===== config.mk =====
export PLATFORM = sky130hd
export DESIGN_NAME = option22_host
export DESIGN_NICKNAME = d
export VERILOG_FILES = /design/src/rtl/option22_pkg.sv /design/src/rtl/option22_phase_div.sv /design/src/rtl/option22_host.sv
export SDC_FILE = /design/constraint.sdc
export NUM_CORES = 1
export LEC_CHECK = 0
export CAP_MARGIN = 15
export CORE_MARGIN = 2
export CORE_UTILIZATION = 49
export CTS_CLUSTER_SIZE = 14
export DETAILED_ROUTE_END_ITERATION = 8
export GPL_ROUTABILITY_DRIVEN = 0
export GPL_TIMING_DRIVEN = 1
export PLACE_DENSITY_LB_ADDON = 0.3
export SKIP_LAST_GASP = 1
export SYNTH_ARGS = -nofsm -noshare
export SYNTH_HDL_FRONTEND = slang
export SYNTH_SLANG_ARGS = --single-unit

===== constraint.sdc =====
create_clock -name clk -period 2.25 [get_ports clk]
set_clock_uncertainty 0.05 [all_clocks]
set_input_delay 0.225 -clock clk [delete_from_list [all_inputs] [get_ports clk]]
set_output_delay 0.225 -clock clk [all_outputs]
set_load 0.01 [all_outputs]

===== src/rtl/option22_pkg.sv =====
// Shared op-codes, FSM states and defaults for the option22 ring-memory host.
package option22_pkg;

    localparam int WORD_COUNT_DEF = 64;

    localparam logic [1:0] OP_READ  = 2'b00;
    localparam logic [1:0] OP_WRITE = 2'b01;
    localparam logic [1:0] OP_INIT  = 2'b10;
    localparam logic [1:0] OP_NOP   = 2'b11;

    typedef enum logic [2:0] {
        ST_RST  = 3'd0,
        ST_IDLE = 3'd1,
        ST_LO   = 3'd2,
        ST_HI   = 3'd3,
        ST_LOF  = 3'd4,
        ST_RESP = 3'd5
    } state_e;

endpackage


===== src/rtl/option22_phase_div.sv =====
// Counts CLK_DIV host cycles per chip half-period; restarts whenever the FSM changes state.
module option22_phase_div #(
    parameter int CLK_DIV = 1
) (
    input  logic clk,
    input  logic reset,
    input  logic restart_i,
    output logic phase_done_o
);

    localparam int CW = (CLK_DIV > 1) ? $clog2(CLK_DIV) : 1;

    logic [CW-1:0] cnt_q, cnt_d;

    assign phase_done_o = (cnt_q == CW'(CLK_DIV - 1));

    always_comb begin
        cnt_d = cnt_q + 1'b1;
        if (restart_i || phase_done_o) cnt_d = '0;
    end

    always_ff @(posedge clk) begin
        if (reset) cnt_q <= '0;
        else       cnt_q <= cnt_d;
    end

endmodule


===== src/rtl/option22_host.sv =====
// Host driver for the option22 serial ring memory: bit-bangs one byte per command
// over the chip pins and returns the byte the chip presents after the 8th clock.
module option22_host
    import option22_pkg::*;
#(
    parameter int WORD_COUNT = WORD_COUNT_DEF,
    parameter int CLK_DIV    = 1,
    parameter int RST_HALVES = 2,
    localparam int PW        = (WORD_COUNT > 1) ? $clog2(WORD_COUNT) : 1
) (
    input  logic          clk,
    input  logic          reset,
    input  logic          cmd_valid,
    output logic          cmd_ready,
    input  logic [1:0]    cmd_op,
    input  logic [7:0]    cmd_data,
    output logic          rsp_valid,
    input  logic          rsp_ready,
    output logic [7:0]    rsp_data,
    output logic [PW-1:0] rsp_ptr,
    output logic          chip_clk,
    output logic          chip_reset,
    output logic          chip_write,
    output logic          chip_din,
    input  logic [7:0]    chip_dout
);

    localparam int HW = $clog2(RST_HALVES + 1);

    state_e        state_q, state_d;
    logic [7:0]    data_q, data_d;
    logic          wr_q, wr_d;
    logic [2:0]    bit_q, bit_d;
    logic [PW-1:0] ptr_q, ptr_d;
    logic [HW-1:0] halves_q, halves_d;
    logic [7:0]    rsp_data_q, rsp_data_d;
    logic [PW-1:0] rsp_ptr_q, rsp_ptr_d;
    logic          phase_done;

    option22_phase_div #(.CLK_DIV(CLK_DIV)) u_phase_div (
        .clk          (clk),
        .reset        (reset),
        .restart_i    (state_d != state_q),
        .phase_done_o (phase_done)
    );

    always_comb begin
        state_d    = state_q;
        data_d     = data_q;
        wr_d       = wr_q;
        bit_d      = bit_q;
        ptr_d      = ptr_q;
        halves_d   = halves_q;
        rsp_data_d = rsp_data_q;
        rsp_ptr_d  = rsp_ptr_q;
        case (state_q)
            ST_RST: begin
                if (phase_done) begin
                    if (halves_q == HW'(RST_HALVES - 1)) begin
                        halves_d = '0;
                        state_d  = ST_IDLE;
                    end else begin
                        halves_d = halves_q + 1'b1;
                    end
                end
            end
            ST_IDLE: begin
                if (cmd_valid) begin
                    case (cmd_op)
                        OP_READ, OP_WRITE: begin
                            wr_d    = (cmd_op == OP_WRITE);
                            data_d  = cmd_data;
                            bit_d   = 3'd7;
                            state_d = ST_LO;
                        end
                        OP_INIT: begin
                            ptr_d    = '0;
                            halves_d = '0;
                            state_d  = ST_RST;
                        end
                        default: ;
                    endcase
                end
            end
            ST_LO: if (phase_done) state_d = ST_HI;
            ST_HI: begin
                if (phase_done) begin
                    if (bit_q == 3'd0) begin
                        state_d = ST_LOF;
                    end else begin
                        bit_d   = bit_q - 1'b1;
                        state_d = ST_LO;
                    end
                end
            end
            ST_LOF: begin
                // The chip has taken its 8th rising edge; its output is settled by now.
                if (phase_done) begin
                    rsp_data_d = chip_dout;
                    rsp_ptr_d  = ptr_q;
                    ptr_d      = (ptr_q == PW'(WORD_COUNT - 1)) ? '0 : ptr_q + 1'b1;
                    state_d    = ST_RESP;
                end
            end
            ST_RESP: if (rsp_ready) state_d = ST_IDLE;
            default: state_d = ST_RST;
        endcase
    end

    always_ff @(posedge clk) begin
        if (reset) begin
            state_q    <= ST_RST;
            data_q     <= '0;
            wr_q       <= 1'b0;
            bit_q      <= '0;
            ptr_q      <= '0;
            halves_q   <= '0;
            rsp_data_q <= '0;
            rsp_ptr_q  <= '0;
        end else begin
            state_q    <= state_d;
            data_q     <= data_d;
            wr_q       <= wr_d;
            bit_q      <= bit_d;
            ptr_q      <= ptr_d;
            halves_q   <= halves_d;
            rsp_data_q <= rsp_data_d;
            rsp_ptr_q  <= rsp_ptr_d;
        end
    end

    // Write/din stay valid through HI so the chip sees them held past its rising edge.
    assign chip_clk   = (state_q == ST_HI);
    assign chip_reset = (state_q == ST_RST);
    assign chip_write = wr_q && ((state_q == ST_LO) || (state_q == ST_HI));
    assign chip_din   = chip_write && data_q[bit_q];
    assign cmd_ready  = (state_q == ST_IDLE);
    assign rsp_valid  = (state_q == ST_RESP);
    assign rsp_data   = rsp_data_q;
    assign rsp_ptr    = rsp_ptr_q;

endmodule

==> results of run 1 <==
power breakdown:
| group | internal [µW] | total (µW) | switching, µW |
|---|---|---|---|
| registers | 680 | 693 | 13.1 |
| clock network | 152 | 368 | 217 |
| logic | 60.2 | 101 | 40.9 |
| total | 892 | 1160 | 271 |
cells in the mapped netlist (all sizes together) (2+ instances only):
master,number
a21oi,30
nor3,2
a221oi,2
mux2i,3
dfxtp,38
or4b,2
a311oi,3
ha,3
nor3b,2
a211oi,2
o21ai,10
nand3,2
and3b,2
nor2,9
or3b,3
mux4,2
and3,2
nand2,43
nand2b,4
and4bb,2
inv,5
clkbuf,10
buf,5
a31oi,2
nand3b,2
nor2b,2
kinds of logic (layout without fill, tap and decap cells):
kind of cell             after synthesis  in the layout  synth area share, %
buffers and inverters                 20             59                 5.68
AND/OR/NAND/NOR                       84             84                 26.1
other                                  1              1                0.213
AO/OA/AOI/OAI                         53             53                 18.4
flip-flops                            38             38                 43.2
multiplexers                           5              5                 4.26
adder cells (fa/ha/maj)                3              3                 2.13
sequential cells by signal (all words and copies together), names as in the netlist:
register / flops
bit_q: 3
rsp_data: 8
ptr_q: 6
u_phase_div.cnt_q: 1
wr_q: 1
state_q: 3
data_q: 8
rsp_ptr: 6
halves_q: 2
path summary, 6_finish.rpt:
check / end / cells after the start
setup / recovery: rsp_valid / 3
hold / removal: rsp_data[6] / 3
setup reg to reg: ptr_q[0] / 4
hold reg to reg: halves_q[1] / 2
routing by layer:
metal / vias up / wire length, µm / GRT usage (%)
met2: 24 / 1820 / 31.8
met3: 4 / 154 / 7.22
met5: - / 0 / 0
met1: 709 / 1720 / 23.6
met4: 0 / 42 / 5.71
li1: 787 / - / -
metrics by stage:
stage | total power [µW] | setup slack [ps]
detailed placement | 810 | 305
floorplan | 754 | 566
global placement | 809 | 327
global route | 1210 | 106
finish | 1160 | 218
CTS | 1170 | 1.82
worst max-delay path: stages, from the launching register on:
cell and delay (ps):
dfxtp_1 480, buf_4 200, nor3b_1 180, clkdlybuf4s50_1 560
area by class of cell:
| class | count | share of cell area [%] |
|---|---|---|
| Timing Repair Buffer | 46 | 20.4 |
| Sequential cell | 38 | 33.8 |
| Inverter | 5 | 0.828 |
| Tap cell | 46 | 2.54 |
| Clock inverter | 1 | 0.221 |
| Clock buffer | 7 | 2.43 |
| Multi-Input combinational cell | 146 | 39.7 |
what timing repair did:
| action | CTS | global route |
|---|---|---|
| cloned | 0 | 0 |
| setup endpoints to repair | 1 | 3 |
| gates resized for setup | 2 | 3 |
==> impl_metrics.yaml, run 1 <==
finish:
  utilization_pct: 66.9
  final_common_cell: "nand2_1"
  final_area_um2: 2270
  layout-area-overhead-vs-synth_pct: 28.7
  final-instance-count-excl-fill: 289
  drive_gt1_share_pct: 9.05
  nFillCells: 276
  final_cell_mix: "43 x nand2_1, 40 x clkdlybuf4s50_1, 35 x dfxtp_1"
  register_area_um2: 767
  multi_input_area_um2: 901
  num_antenna_cells: 0
  fin_nets: 267
detailed_routing:
  dr.pass1.iters: 4
  drc: 0
  antenna_left: 0
  wl_um: 3740
  drt_iter0_drc: 90
  routedWlPerCell_um: 12.9
  viasPerCell: 5.27
  vias: 1524
timing:
  setup-tns-final_ps: 0
  worst_pin_slew_ps: 496
  period_share_pct: 90.3
  slew_headroom_pct: 66.8
  rsz0062_at_grt: "false"
  hold_ws_ps: 375
  setup_viol_count_final: 0
  finalHoldViolations: 0
  timing.final.crit_period_ps: 2030
  fmaxAchievable_mhz: 492
  slew_viol_final: 0
worst_setup_path:
  required_ps: 1980
  cp-end-kind: "output port"
  critPathLaunch: "state_q[2]"
  arrival_ps: 1760
  path_class: "flip-flop to output port"
  worstPathMaxFanout: 9
  r2r_start: "state_q[2]"
  worst_setup_path_start_kind: "flip-flop"
  r2r_slack_ps: 400
worst_hold_path:
  hold_start: "chip_dout[6]"
  hp-class: "input port to flip-flop"
synth:
  ys_types: 44
  syn_area_per_cell_um2: 8.64
  synth_edf_count: 0
  synth_cells: 204
  netlist_area_um2: 1760
  synth_seq_area_share_pct: 43.2
  syn_nets: 229
  synthArstFlopShare_pct: 0
  yosys.area.top_type_share_pct: 43.2
  synth-seq-cells: 38
  yosys.area.top_type: "dfxtp_1"
  synthTopCellsByArea: "dfxtp_1 43%, nand2_1 9.2%, a21oi_1 8.2%, mux4_2 2.6%, o21ai_0 2.3%"
  synth_ff_type: "dfxtp_1"
  synth_warnings: 0
grt:
  grt_max_degree: 29
  antenna_found_initial: 0
  grt_pass1_wl_um: 6150
  track_usage_pct: 19.4
  grt_pass1_vias: 1369
  grt_overflow: 0
cts:
  clk_latency_ps: 340
  postCtsHoldBufs: 0
  path_clk_slew_ps: 110
  post_cts_buffers: 0
  clkSinkCount: 38
  clockBufferDepth: 2
  cts_max_level: 2
  root_buffer: "clkbuf_4"
  cts_tree: "built"
  cts_buffers: 5
die:
  die_y_um: 64.0
  ios: 42
  die_area_um2: 4090
  die_x_um: 64.0
  start_util_pct: 52.0
  row_count: 21
  core-area_um2: 3390
placed_design:
  io_buffers: 41
  place_area_um2: 2200
  placedCellCount: 281
  dp_hpwl_um: 2670
power:
  p_per_area_nw_per_um2: 513
  p_leak_uw: 0.000761
  vdd_drop_max_mv: 0.410
status:
  status: "finished clean"
run:
  drv_cap: 0
No activity file was read; power rests on OpenSTA's default activity.
==> inputs of run 2 (changes only) <==
--- a/config.mk
+++ b/config.mk
@@ -14,2 +14,3 @@
 export GPL_TIMING_DRIVEN = 1
+export HOLD_SLACK_MARGIN = 0.05
 export PLACE_DENSITY_LB_ADDON = 0.3
--- a/constraint.sdc
+++ b/constraint.sdc
@@ -4,2 +4,2 @@
 set_output_delay 0.225 -clock clk [all_outputs]
-set_load 0.01 [all_outputs]
+set_load 0.1 [all_outputs]
==> impl_metrics.yaml, run 2 (synthesis results as in run 1) <==
run:
  drv_cap: 0
worst_setup_path:
  cp-end-kind: "output port"
  arrival_ps: 1800
  crit_path_top_delay_cell: "dfxtp_1"
  path_class: "flip-flop to output port"
  critPathBufInv: 1
  reg2reg_depth: 4
  max_stage_delay_ps: 710
  required_ps: 1980
  path_delay_family: "flip-flops"
  worstPathMaxFanout: 18
  cp.depth: 3
  worst_setup_path_start_kind: "flip-flop"
  crit_chain: "and3b_1 -> nor2b_2 -> buf_12"
finish:
  num_antenna_cells: 0
  register_area_um2: 761
  multi_input_area_um2: 908
  final_cell_mix: "43 x nand2_1, 38 x dfxtp_1, 29 x a21oi_1"
  nFillCells: 274
  layout-area-overhead-vs-synth_pct: 29.7
  final_common_cell: "nand2_1"
  final_area_um2: 2280
  drive_gt1_share_pct: 18.0
  fin_nets: 269
cts:
  root_buffer: "clkbuf_4"
  cts_max_level: 2
  postCtsHoldBufs: 0
  clk_latency_ps: 340
  clockBufferDepth: 2
  cts_buffers: 5
  path_clk_slew_ps: 120
  post_cts_buffers: 0
  ctsResizeCount: 0
  clkSinkCount: 38
  cts_tree: "built"
die:
  row_count: 21
  die_y_um: 64.0
  die_x_um: 64.0
  ios: 42
  start_util_pct: 52.0
  die_area_um2: 4090
  core-area_um2: 3390
worst_hold_path:
  hp-class: "input port to flip-flop"
  hold_depth: 3
grt:
  grt_max_degree: 23
  grt_pass1_wl_um: 6380
  grt_overflow: 0
  track_usage_pct: 19.9
  grt_pass1_vias: 1417
  antenna_found_initial: 0
detailed_routing:
  drc: 0
  dr.pass1.iters: 4
  antenna_left: 0
  viasPerCell: 5.31
  drt_iter0_drc: 71
  wl_um: 3770
  vias: 1546
  routedWlPerCell_um: 12.9
timing:
  slew_viol_final: 0
  slew_headroom_pct: 61.3
  timing.final.crit_period_ps: 2080
  rsz0062_at_grt: "false"
  setup-tns-final_ps: 0
  worst_pin_slew_ps: 579
  hold_ws_ps: 363
  setup_slack_ps: 173
  setup_viol_count_final: 0
  period_share_pct: 92.3
  finalHoldViolations: 0
  fmaxAchievable_mhz: 481
placed_design:
  dp_hpwl_um: 2760
  place_ws_ps: 332
  io_buffers: 41
  place_area_um2: 2220
power:
  p_per_area_nw_per_um2: 522
  p_leak_uw: 0.000799
  vdd_drop_max_mv: 0.343
status:
  status: "finished clean"
==> run 2: cell count changes in the layout (fill, tap and decap cells not counted) <==
cell             before  now
dfxtp_1              35   38
buf_4                 4   22
nor3b_2               0    1
buf_12                1    5
clkbuf_1              1    0
nor3b_1               2    1
dlymetal6s2s_1        1    0
dfxtp_2               2    0
clkinvlp_4            0    1
dfxtp_4               1    0
clkdlybuf4s50_1      40   21
nor2b_1               2    1
nor2b_2               0    1
==> run 2: worst paths after layout <==
| kind | startpoint | to | slack [ps] |
|---|---|---|---|
| worst max-delay path | state_q[1] | chip_din | 170 |
| worst min-delay path | chip_dout[3] | rsp_data[3] | 360 |
| worst max register to register | state_q[1] | ptr_q[0] | 310 |
| worst min register to register | halves_q[1] | halves_q[1] | 410 |
==> run 2: per-layer routing <==
layer | vias up | track usage, % | share of wire (%)
li1 | 795 | - | -
met1 | 720 | 24.7 | 46
met2 | 29 | 33.2 | 49
met3 | 2 | 5.81 | 4.4
met4 | 0 | 5.71 | 0.58
met5 | - | 0 | 0
==> run 2: tightest hold or removal path, cell delays in order <==
cell             delay [ps]
clkdlybuf4s50_1         390
nand2_1                  50
a21oi_1                  50
==> run 2: per-stage QoR <==
step | total power, µW | std cells | utilization (%)
detailed placement | 833 | 283 | 65.5
global placement | 833 | 283 | 65.5
CTS | 1200 | 291 | 67.4
finish | 1190 | 291 | 67.4
global route | 1240 | 291 | 67.4
floorplan | 775 | 204 | -
==> run 2: area by class of cell <==
cell class | instances | share of cell area, %
timing repair buffer | 48 | 20.8
tap | 46 | 2.52
sequential | 38 | 33.3
clock buffer | 6 | 2.25
clock inverter | 2 | 0.548
inverter | 5 | 0.821
multi-input combinational | 146 | 39.8
==> run 2: power by group <==
| group | internal [µW] | leakage, µW | switching (µW) |
|---|---|---|---|
| clock | 150 | 0.0000343 | 224 |
| combinational | 61.6 | 0.000457 | 63.1 |
| sequential | 681 | 0.000307 | 13.1 |
| total | 892 | 0.000799 | 300 |
